$ cat src/rtl/hazard_pkg.sv
// Shared encodings for the hazard unit: forwarding mux selects and the mult/div tracker states.
package hazard_pkg;
    localparam logic [1:0] FWD_RF  = 2'b00;
    localparam logic [1:0] FWD_WB  = 2'b01;
    localparam logic [1:0] FWD_MEM = 2'b10;

    typedef enum logic {MD_IDLE, MD_BUSY} md_state_t;
endpackage

$ cat src/rtl/md_busy_tracker.sv
// Tracks an in-flight multi-cycle mult/div: busy for MD_LAT cycles after a start, done pulse in the last busy cycle.
module md_busy_tracker
    import hazard_pkg::*;
#(
    parameter int MD_LAT = 32
) (
    input  logic clk,
    input  logic reset,
    input  logic md_start_e,
    output logic md_busy,
    output logic md_done
);
    localparam int CW = (MD_LAT > 1) ? $clog2(MD_LAT) : 1;
    localparam logic [CW-1:0] CNT_INIT = CW'(MD_LAT - 1);

    md_state_t      state;
    logic [CW-1:0]  cnt;

    always_ff @(posedge clk or posedge reset) begin
        if (reset) begin
            state <= MD_IDLE;
            cnt   <= '0;
        end else begin
            case (state)
                MD_IDLE: begin
                    if (md_start_e) begin
                        state <= MD_BUSY;
                        cnt   <= CNT_INIT;
                    end
                end
                MD_BUSY: begin
                    // A restart wins over completion, so no done pulse is produced.
                    if (md_start_e) begin
                        cnt <= CNT_INIT;
                    end else if (cnt == '0) begin
                        state <= MD_IDLE;
                    end else begin
                        cnt <= cnt - 1'b1;
                    end
                end
                default: state <= MD_IDLE;
            endcase
        end
    end

    assign md_busy = (state == MD_BUSY);
    assign md_done = (state == MD_BUSY) && (cnt == '0) && !md_start_e;
endmodule

$ cat src/rtl/hazard_unit_mc.sv
// Pipeline hazard unit: RAW forwarding, load-use/branch/mult-div stalls, jump flush, saturating stall counter.
module hazard_unit_mc
    import hazard_pkg::*;
#(
    parameter int REG_W  = 5,
    parameter int MD_LAT = 32,
    parameter int CNT_W  = 16
) (
    input  logic             clk,
    input  logic             reset,
    input  logic [REG_W-1:0] rs_d,
    input  logic [REG_W-1:0] rt_d,
    input  logic [REG_W-1:0] rs_e,
    input  logic [REG_W-1:0] rt_e,
    input  logic [REG_W-1:0] wreg_e,
    input  logic [REG_W-1:0] wreg_m,
    input  logic [REG_W-1:0] wreg_w,
    input  logic             regwrite_e,
    input  logic             regwrite_m,
    input  logic             regwrite_w,
    input  logic             memtoreg_e,
    input  logic             memtoreg_m,
    input  logic             branch_d,
    input  logic             jump_d,
    input  logic             md_start_e,
    input  logic             md_start_d,
    input  logic             md_read_d,
    input  logic             perf_clr,
    output logic             stall_f,
    output logic             stall_d,
    output logic             flush_e,
    output logic             forward_ad,
    output logic             forward_bd,
    output logic [1:0]       forward_ae,
    output logic [1:0]       forward_be,
    output logic             md_busy,
    output logic             md_done,
    output logic [CNT_W-1:0] stall_cycles
);
    logic lw_stall, br_stall, md_stall, stall;

    md_busy_tracker #(.MD_LAT(MD_LAT)) u_md (
        .clk        (clk),
        .reset      (reset),
        .md_start_e (md_start_e),
        .md_busy    (md_busy),
        .md_done    (md_done)
    );

    // Register 0 is hardwired, so a zero source index never forwards.
    always_comb begin
        forward_ae = FWD_RF;
        if (rs_e != '0 && regwrite_m && rs_e == wreg_m)      forward_ae = FWD_MEM;
        else if (rs_e != '0 && regwrite_w && rs_e == wreg_w) forward_ae = FWD_WB;

        forward_be = FWD_RF;
        if (rt_e != '0 && regwrite_m && rt_e == wreg_m)      forward_be = FWD_MEM;
        else if (rt_e != '0 && regwrite_w && rt_e == wreg_w) forward_be = FWD_WB;
    end

    assign forward_ad = (rs_d != '0) && regwrite_m && (rs_d == wreg_m);
    assign forward_bd = (rt_d != '0) && regwrite_m && (rt_d == wreg_m);

    assign lw_stall = memtoreg_e && (wreg_e != '0) && (rs_d == wreg_e || rt_d == wreg_e);
    assign br_stall = branch_d &&
        ((regwrite_e && (wreg_e != '0) && (wreg_e == rs_d || wreg_e == rt_d)) ||
         (memtoreg_m && (wreg_m != '0) && (wreg_m == rs_d || wreg_m == rt_d)));
    assign md_stall = (md_read_d || md_start_d) && (md_busy || md_start_e);
    assign stall    = lw_stall || br_stall || md_stall;

    assign stall_f = stall;
    assign stall_d = stall;
    assign flush_e = stall || jump_d;

    always_ff @(posedge clk or posedge reset) begin
        if (reset) begin
            stall_cycles <= '0;
        end else if (perf_clr) begin
            stall_cycles <= '0;
        end else if (stall && stall_cycles != '1) begin
            stall_cycles <= stall_cycles + 1'b1;
        end
    end
endmodule

$ cat config.mk
export PLATFORM = sky130hd
export DESIGN_NAME = hazard_unit_mc
export DESIGN_NICKNAME = d
export VERILOG_FILES = /design/src/rtl/hazard_pkg.sv /design/src/rtl/md_busy_tracker.sv /design/src/rtl/hazard_unit_mc.sv
export SDC_FILE = /design/constraint.sdc
export NUM_CORES = 1
export LEC_CHECK = 0
export BUFFER_PORTS_ARGS = -buffer_cell sky130_fd_sc_hd__buf_4
export CAP_MARGIN = 15
export CELL_PAD_IN_SITES_DETAIL_PLACEMENT = 1
export CELL_PAD_IN_SITES_GLOBAL_PLACEMENT = 2
export CORE_ASPECT_RATIO = 0.75
export CORE_MARGIN = 4
export CORE_UTILIZATION = 25
export DETAILED_ROUTE_END_ITERATION = 8
export PLACE_DENSITY_LB_ADDON = 0.2
export SYNTH_ARGS = -nofsm -noshare
export SYNTH_HDL_FRONTEND = slang
export SYNTH_SLANG_ARGS = --single-unit
export TNS_END_PERCENT = 30
$ cat constraint.sdc
create_clock -name clk -period 1.8 [get_ports clk]
set_input_delay 0.18 -clock clk [delete_from_list [all_inputs] [get_ports clk]]
set_output_delay 0.18 -clock clk [all_outputs]
set_load 0.02 [all_outputs]
Yosys cells after proc, flatten, opt, wreduce, memory -nomap -nowiden
Cells that the tools add are included.
Storage, ports and cells
  register bits: 22
  bits in latches: 0
  memory bits (writable): 0
  ROM bits: 0
  input bits: 48
  output and inout bits: 27
  logic and storage cells: 77
  memories kept: 0
Operators by class
  add/subtract/negate cells: 2
  multipliers: 0
  div/mod/pow operators: 0
  $lt $le $gt $ge: 0
  eq/ne operators: 15
  shift-type cells: 0
  muxes and demuxes: 14
  bitwise gates (word level): 1
  reductions and logical operators: 42
Operators with widths (number)
  5-bit == test: 12
  16-bit two-way mux: 2
  5-bit nonzero test: 6
  1-bit logical AND: 23
  16-bit by 1-bit adder with 16-bit output, second input constant: 1
  16-bit inequality test, second input constant: 1
  5-bit two-way mux: 3
  5-bit case mux with 2 select lines: 1
  1-bit logical OR: 9
  5-bit zero test: 1
  1-bit two-way mux: 5
  5-bit by 1-bit subtractor with 5-bit output, second input constant: 1
  2-bit two-way mux: 2
  3-bit inequality test, second input constant: 1
  2-bit inequality test, second input constant: 1
  1-bit case mux with 2 select lines: 1
  2-bit AND reduction: 1
  2-bit nonzero test: 1
  1-bit zero test: 1
  1-bit NOT: 1

Logic depth before layout (Yosys ltp)
Gate-level depths: netlist of the first run.
  depth after elaboration: 10
  mapped depth: 11

By module
From an unflattened synthesis of the first run, not the netlist that was laid out.
Second synthesis, totals
  cell total of the unflattened synthesis: 211
  area total of the unflattened synthesis: 1906.8 µm²
Modules (own cells, without submodules)
  hazard_unit_mc: instances 1, cells an instance 181, area each 1601.5 µm², seq. area each 400.4 µm²
  md_busy_tracker: instances 1, cells an instance 30, area each 305.3 µm², seq. area each 150.1 µm²

Least setup slack after synthesis of the first run
Ideal clock, no wire load.
  path kind: flip-flop to flip-flop
  start point: reg stall_cycles[0]
  end point: reg stall_cycles[2]
  arrival time: 1975 ps
  required time: 1675 ps
  setup slack: -299 ps
  stages on the path, launching flop included: 8
  path buffers: 1
  clock period less this slack: 2099 ps
  path through: dfrtp_1 > ha_1 > nand3_1 > nor3_1 > clkbuf_1 > inv_1 > nand3_1 > mux2_2
On the way
  longest elaborated chain between the ends: 3
  elaborated cells between the ends (all ways): 6
  classes of those cells: add/sub: 1; eq/ne: 1; mux: 2; reduce/logical: 2
RTL lines
  start: declaration: line hazard_unit_mc.sv:38  | output logic [CNT_W-1:0] stall_cycles
  start signal: assignment: line hazard_unit_mc.sv:81  | stall_cycles <= stall_cycles + 1'b1;
  16-bit by 1-bit adder with 16-bit output / 16-bit inequality test (equally long branches): line hazard_unit_mc.sv:81, hazard_unit_mc.sv:80
  16-bit two-way mux / 1-bit logical AND (equally long branches): line hazard_unit_mc.sv:80  | end else if (stall && stall_cycles != '1) begin
  16-bit two-way mux / 2-bit nonzero test (equally long branches)
Several ways; a longest one is shown, not always the timed one. The select of a mux whose other input is x is not followed.
A chain may end at the register's enable or synchronous reset.

Worst setup path in the final report of the first run
  start point: reg u_md.cnt[0]
  end point: out md_done
On the way
  longest elaborated chain between the ends: 3
RTL lines
  start: declaration: line md_busy_tracker.sv:17  | logic [CW-1:0] cnt;
  start signal: assignment: line md_busy_tracker.sv:38  | cnt <= cnt - 1'b1;
  5-bit zero test: line md_busy_tracker.sv:47  | assign md_done = (state == MD_BUSY) && (cnt == '0) && !md_start_e;
  1-bit logical AND (2 in a row): line md_busy_tracker.sv:47
  end: declaration: line hazard_unit_mc.sv:37  | output logic md_done,
No other way between the ends.

==> results.md, run 1 <==
* Status: finished with violations
* Failing checks: negative setup slack
* Post-synthesis adder-cell area fraction at 2.02%
* Setup CP Type: register to output port
* Gr ovfl total at 0
* Largest net degree at the start of global routing at 23
* Critical path startpoint category: register
* Placed Instance Area at 2840 um2
* End of the worst register-to-register path: u_md.cnt[2]$_DFFE_PP0P_
* Prevailing post-synth register cell: dfrtp_1
* Worst R2R Path Depth at 7
* Ant diodes at 0
* Seq/Total Area, Yosys at 29.6%
* Synth Area in Compound Gates at 12.4%
* Max_cap viols at 0
* Post-synthesis cell type count at 41
* CTS root buf: clkbuf_8
* RSZ-0062 raised after global routing: true
* Final setup viols at 3
* Row Count at 26
* Syn nets at 264
* Die Span Y at 82.7 um
* Most area-hungry cell type in the Yosys netlist: dfrtp_1
* FF+latch count, synth at 22
* Global-route wire length before repair at 11000 um
* Reg2Reg Launch Point: u_md.cnt[0]$_DFFE_PP0P_
* Setup ws final at -38.0 ps
* Tmin final at 1840 ps
* Setup TNS at -53.1 ps
* Critical path cell sequence: inv_2 -> ha_4 -> or4b_4 -> nor3b_2 -> buf_4
* CP endpoint kind: output port
* Vias post-DR at 2027
* Top cells by area, synth: dfrtp_1, xnor2_1, xor2_1
* Initial antenna violation count at 0
* P&R area growth vs syn at 72.9%
* YS warnings at 0
* Final Hold Slack at 175 ps
* Mapped Cells at 213
* Setup crit start: u_md.cnt[0]$_DFFE_PP0P_
* Drt drc at 0
* Clock slew at reported path FFs at 80 ps
* Post-Synth XOR/XNOR Area at 20.3%
* Final ANT Viol Nets at 0
* Synthesized cell area at 1860 um2
* WP data required at 1620 ps
* Worst Skew at 6.07 ps
* CTS tree: yes
* PortBufs at 74
* HPWL after DPL at 5450 um
* Most frequent cell after synthesis: xnor2_1
* EDFF count, synth at 0
* Clock latency on the worst-skew pair at 270 ps
* Worst vdd ir at 0.211 mV
* Largest family of logic cells by synthesized area: simple AND/OR/NAND/NOR gates
* CP delay by family, top: simple AND/OR/NAND/NOR gates
* Die ar. at 8900 um2
* Routed wire length at 7090 um
* Core area at 7030 um2
* Leakage power at 1.34 nW
* Avg WL per Cell at 16.5 um
* WP buf/inv at 2
* Slew Limit Fails at 0
* Yosys top cell area share at 29.6%
* Commonest cells post-synth: xnor2_1, dfrtp_1, a21oi_1
* Layout cells sized above 1 at 54.1%
* Post-route cell area at 3220 um2
* Max stage delay on crit path at 460 ps
* Final Hold Viols at 0
* Placer Congestion at 0.772
* Clock Path Buffers at 2
* H-tree depth at 1
* Reg-to-reg slack, setup at -10 ps
* Num CTS Buffers at 3
* Crit path arrival time at 1660 ps
* Avg Inst Size Synth at 8.73 um2
* Worst Tran Pin Value at 399 ps
* Die extent in x at 108 um
* Hold Crit Class: input pin to register
* Fin crit share at 102%
* Slew margin rel. at 73.2%
* Initial DRC Count at 50
* Vias per cell at 4.72
* Fmax at 544 MHz
* Post-synthesis mux area share at 2.36%
* Nets at 383
* Crit-path max FO at 2
* Asr flop ratio synth at 100%
* PwrDens at 421 nW/um2
* CP endpoint: md_done
* Crit path depth at 5
* GRT Resource Usage Total at 15.7%
* Initial Utilization at 26.5%
* I/O Pins at 75
* Num Clock Sinks at 22
* Slowest-stage cell, CP: or4b_4
* Vias in the first global route at 2119
* DRT Pass-1 Iters at 3
* Synth Area in Simple Gates at 26.9%
==> layer usage <==
metal | vias to the layer above | routed length [um] | track usage (%)
li1 | 1005 | - | -
met1 | 981 | 3540 | 22.8
met2 | 35 | 3240 | 24.9
met3 | 6 | 246 | 2.56
met4 | 0 | 67 | 2.77
met5 | - | 0 | 0
==> power by group <==
| group | switching, mW | internal [mW] |
|---|---|---|
| sequential | 0.00931 | 0.506 |
| combinational | 0.209 | 0.256 |
| clock | 0.178 | 0.196 |
| total | 0.397 | 0.957 |
==> stage by stage <==
step | std cells | power (mW) | util, % | worst slack, ps
floorplan | 213 | 0.721 | - | -105
global placement | 413 | 0.919 | 40.4 | -205
detailed placement | 413 | 0.926 | 40.4 | -281
CTS | 423 | 1.32 | 42.8 | -55.8
global route | 429 | 1.43 | 45.8 | -115
finish | 429 | 1.35 | 45.8 | -38.0
==> cell type report <==
type | count | area (um2)
Clock buffer | 4 | 55.1
Fill cell | 863 | 3810
Inverter | 7 | 30.0
Multi-Input combinational cell | 171 | 1380
Sequential cell | 22 | 557
Tap cell | 98 | 123
Timing Repair Buffer | 127 | 1070
==> kinds of logic after synthesis <==
family,count (synthesis)
buffers and inverters,20
AO/OA/AOI/OAI,35
AND/OR/NAND/NOR,86
multiplexers,4
adder cells (fa/ha/maj),3
XOR/XNOR,43
flip-flops,22
==> registers in the layout (all words and copies together), names as in the netlist <==
name	cells
stall_cycles	16
u_md.md_busy	1
u_md.cnt	5
==> repair_timing <==
action,in CTS,in global routing
resized for setup,14,31
buffers inserted,5,4
pin swaps,8,16
hold endpoints to repair,22,0
cloned,0,2
setup endpoints to repair,13,20
hold buffers,1,0
==> worst min path at each step <==
stage,to,from,cells after the start,slack (ps)
2_1_floorplan,stall_cycles[10]$_DFFE_PP0P_,reset,1,170
3_3_place_gp,u_md.cnt[1]$_DFFE_PP0P_,reset,3,250
3_5_place_dp,u_md.cnt[1]$_DFFE_PP0P_,reset,3,250
4_1_cts,u_md.cnt[1]$_DFFE_PP0P_,md_start_e,2,170
5_1_grt,u_md.cnt[1]$_DFFE_PP0P_,md_start_e,2,180
6_report,u_md.cnt[1]$_DFFE_PP0P_,md_start_e,2,180
==> layout by cell type (no fill, tap or decap), types with 2 or more instances in the layout <==
cell,instances
or4_4,5
clkbuf_8,4
ha_4,2
or4_1,5
o311a_1,2
buf_12,2
or3_4,2
nand3_1,10
nand2b_1,5
dfrtp_1,17
nand2_1,9
nand4_1,7
a21oi_2,4
dfrtp_2,5
a21oi_1,9
buf_6,8
xnor2_2,3
a31oi_1,2
or3_1,3
xor2_1,12
nor2b_1,3
nor2_1,10
and3_4,2
clkbuf_16,2
buf_8,3
mux2_2,2
inv_1,4
o21ai_0,3
or2_2,2
buf_4,111
nor3_2,6
inv_2,2
nor3_1,3
nor4_1,5
o31ai_1,8
xnor2_1,28
(Power assumes the default switching activity.)
==> run 2: changes to the inputs <==
Settings changed: CORE_UTILIZATION 25 to 27.
Clock period 1.8 ns to 1.9 ns, I/O delays scaled along.
==> results.md, run 2 (synthesis gave the netlist of run 1 again) <==
* Vias per cell at 4.96 (+5.0%)
* Initial antenna violation count at 0 (unchanged)
* Layout cells sized above 1 at 48.9% (-5.2 points)
* Worst Tran Pin Value at 408 ps (+9.39 ps)
* Slowest-stage cell, CP: or4b_4
* CP endpoint kind: output port
* Num CTS Buffers at 3 (unchanged)
* Placed Instance Area at 2750 um2 (-3.3%)
* I/O Pins at 75 (unchanged)
* Initial DRC Count at 98 (+96%)
* Post-route cell area at 2970 um2 (-7.5%)
* Critical path startpoint category: register
* CTS root buf: clkbuf_8
* Tmin final at 1890 ps
* Fin cells at 402 (-6.3%)
* Largest reg by FF count: stall_cycles
* Clock slew at reported path FFs at 80 ps (about the same)
* Vias in the first global route at 2103 (-0.76%)
* P&R area growth vs syn at 59.9%
* Die Span Y at 79.9 um (-3.4%)
* Setup TNS at 0 ps (+53.1 ps)
* GRT Resource Usage Total at 16.2% (+0.50 points)
* PortBufs at 74 (unchanged)
* Setup CP Type: register to output port
* Global-route wire length before repair at 10800 um (-1.7%)
* Clock Path Buffers at 2 (unchanged)
* Nets at 373 (-2.6%)
* Row Count at 25 (-3.8%)
* Slew Limit Fails at 0 (unchanged)
* Final setup viols at 0 (-3)
* Worst vdd ir at 0.249 mV (+18%)
* Vias post-DR at 1994 (-1.6%)
* Largest net degree at the start of global routing at 23 (unchanged)
* Placer Congestion at 0.773 (about the same)
* Final Hold Slack at 191 ps (+15.6 ps)
* Max stage delay on crit path at 480 ps (+20 ps)
* WP data required at 1710 ps (+90 ps)
* Initial Utilization at 28.6% (+2.1 points)
* Crit-path max FO at 3 (+1)
* DRT Pass-1 Iters at 4 (+1)
* HPWL after DPL at 5430 um (-0.32%)
* CTS tree: yes
* Core area at 6510 um2 (-7.4%)
* Avg WL per Cell at 16.5 um (-0.27%)
* Routed wire length at 6620 um (-6.5%)
* Critical path cell sequence: inv_2 -> ha_4 -> or4b_4 -> nor3b_2 -> buf_4
* Leakage power at 1.25 nW (-6.2%)
* Reg2Reg Launch Point: stall_cycles[4]$_DFFE_PP0P_
* Reg-to-reg slack, setup at 40 ps (+50 ps)
* Slew margin rel. at 72.5% (-0.63 points)
* Fmax at 528 MHz
* Power, Total at 1.24 mW (-8.1%)
* H-tree depth at 1 (unchanged)
* Most frequent cells in the layout: buf_4, xnor2_1, dfrtp_1
* Gr ovfl total at 0 (unchanged)
* Worst Min Path Start: md_start_e
* WHS Path Cells at 2 (unchanged)
* Final ANT Viol Nets at 0 (unchanged)
* DP Cell Count at 391 (-5.3%)
* Filler cell count at 795 (-7.9%)
* Die extent in x at 104 um (-3.5%)
* End of the worst register-to-register path: stall_cycles[14]$_DFFE_PP0P_
* Num Clock Sinks at 22 (unchanged)
* Max reg flops at 16 (unchanged)
* Drt drc at 0 (unchanged)
* Crit path arrival time at 1700 ps (+40 ps)
* Max_cap viols at 0 (unchanged)
* RSZ-0062 raised after global routing: true
* Worst R2R Path Depth at 6 (-1)
* Commonest non-fill, non-tap cell in the layout: buf_4
* Worst Skew at 1.81 ps (-4.26 ps)
* Status: complete, no violations
* Ant diodes at 0 (unchanged)
* Final Hold Viols at 0 (unchanged)
* WHS Endpoint: u_md.md_busy$_DFF_PP0_
* Fin crit share at 99.6%
* Clock latency on the worst-skew pair at 270 ps (about the same)
* Die ar. at 8290 um2 (-6.8%)
* Hold Crit Class: input pin to register
* PwrDens at 418 nW/um2 (-0.63%)
run 2: through the flow:
step	setup slack [ps]	util (%)
4_1_cts	3.54	43.5
3_3_place_gp	-102	42.3
2_1_floorplan	-59.3	-
5_1_grt	-79.1	45.7
6_report	7.11	45.7
3_5_place_dp	-169	42.3
run 2: what timing repair did:
action                     in CTS  in global routing
pin swaps                       1                 11
hold endpoints to repair       22                  0
setup endpoints to repair       3                 10
buffers inserted                0                  6
gates resized for setup         3                 20
hold buffers                    1                  0
run 2: per-layer routing:
metal	vias to the layer above	wire length (um)	GRT usage (%)
met3	4	251	3.31
met4	0	38	3.19
met2	45	2890	24.4
met1	961	3450	23.9
li1	984	-	-
met5	-	0	0
run 2: power by group:
part           switching [mW]  total [mW]  internal, mW
clock network           0.164       0.349         0.185
logic                   0.188       0.406         0.218
registers             0.00941       0.488         0.479
total                   0.361        1.24         0.883
run 2: worst max path at each step:
stage	from	endpoint	slack, ps
2_1_floorplan	wreg_m[1]	stall_cycles[2]$_DFFE_PP0P_	-60
3_3_place_gp	wreg_m[0]	stall_cycles[3]$_DFFE_PP0P_	-100
3_5_place_dp	wreg_m[4]	stall_cycles[8]$_DFFE_PP0P_	-170
4_1_cts	u_md.md_busy$_DFF_PP0_	stall_d	4
5_1_grt	u_md.cnt[1]$_DFFE_PP0P_	md_done	-80
6_report	u_md.cnt[1]$_DFFE_PP0P_	md_done	7
run 2: final cells by class:
cell class	count	area [um2]	area share (%)
multi-input cells	171	1330	44.7
repair buffers	117	905	30.4
flip-flops and latches	22	557	18.7
well taps	81	101	3.41
clock buffers	4	55.1	1.85
inverters	7	26.3	0.884
run 2: critical path: cells and delay by family, from the launching register on:
family	cells	cell delay (ps)
adder cells (fa/ha/maj)	1	120
flip-flops	1	400
AND/OR/NAND/NOR	2	670
buffers and inverters	2	240
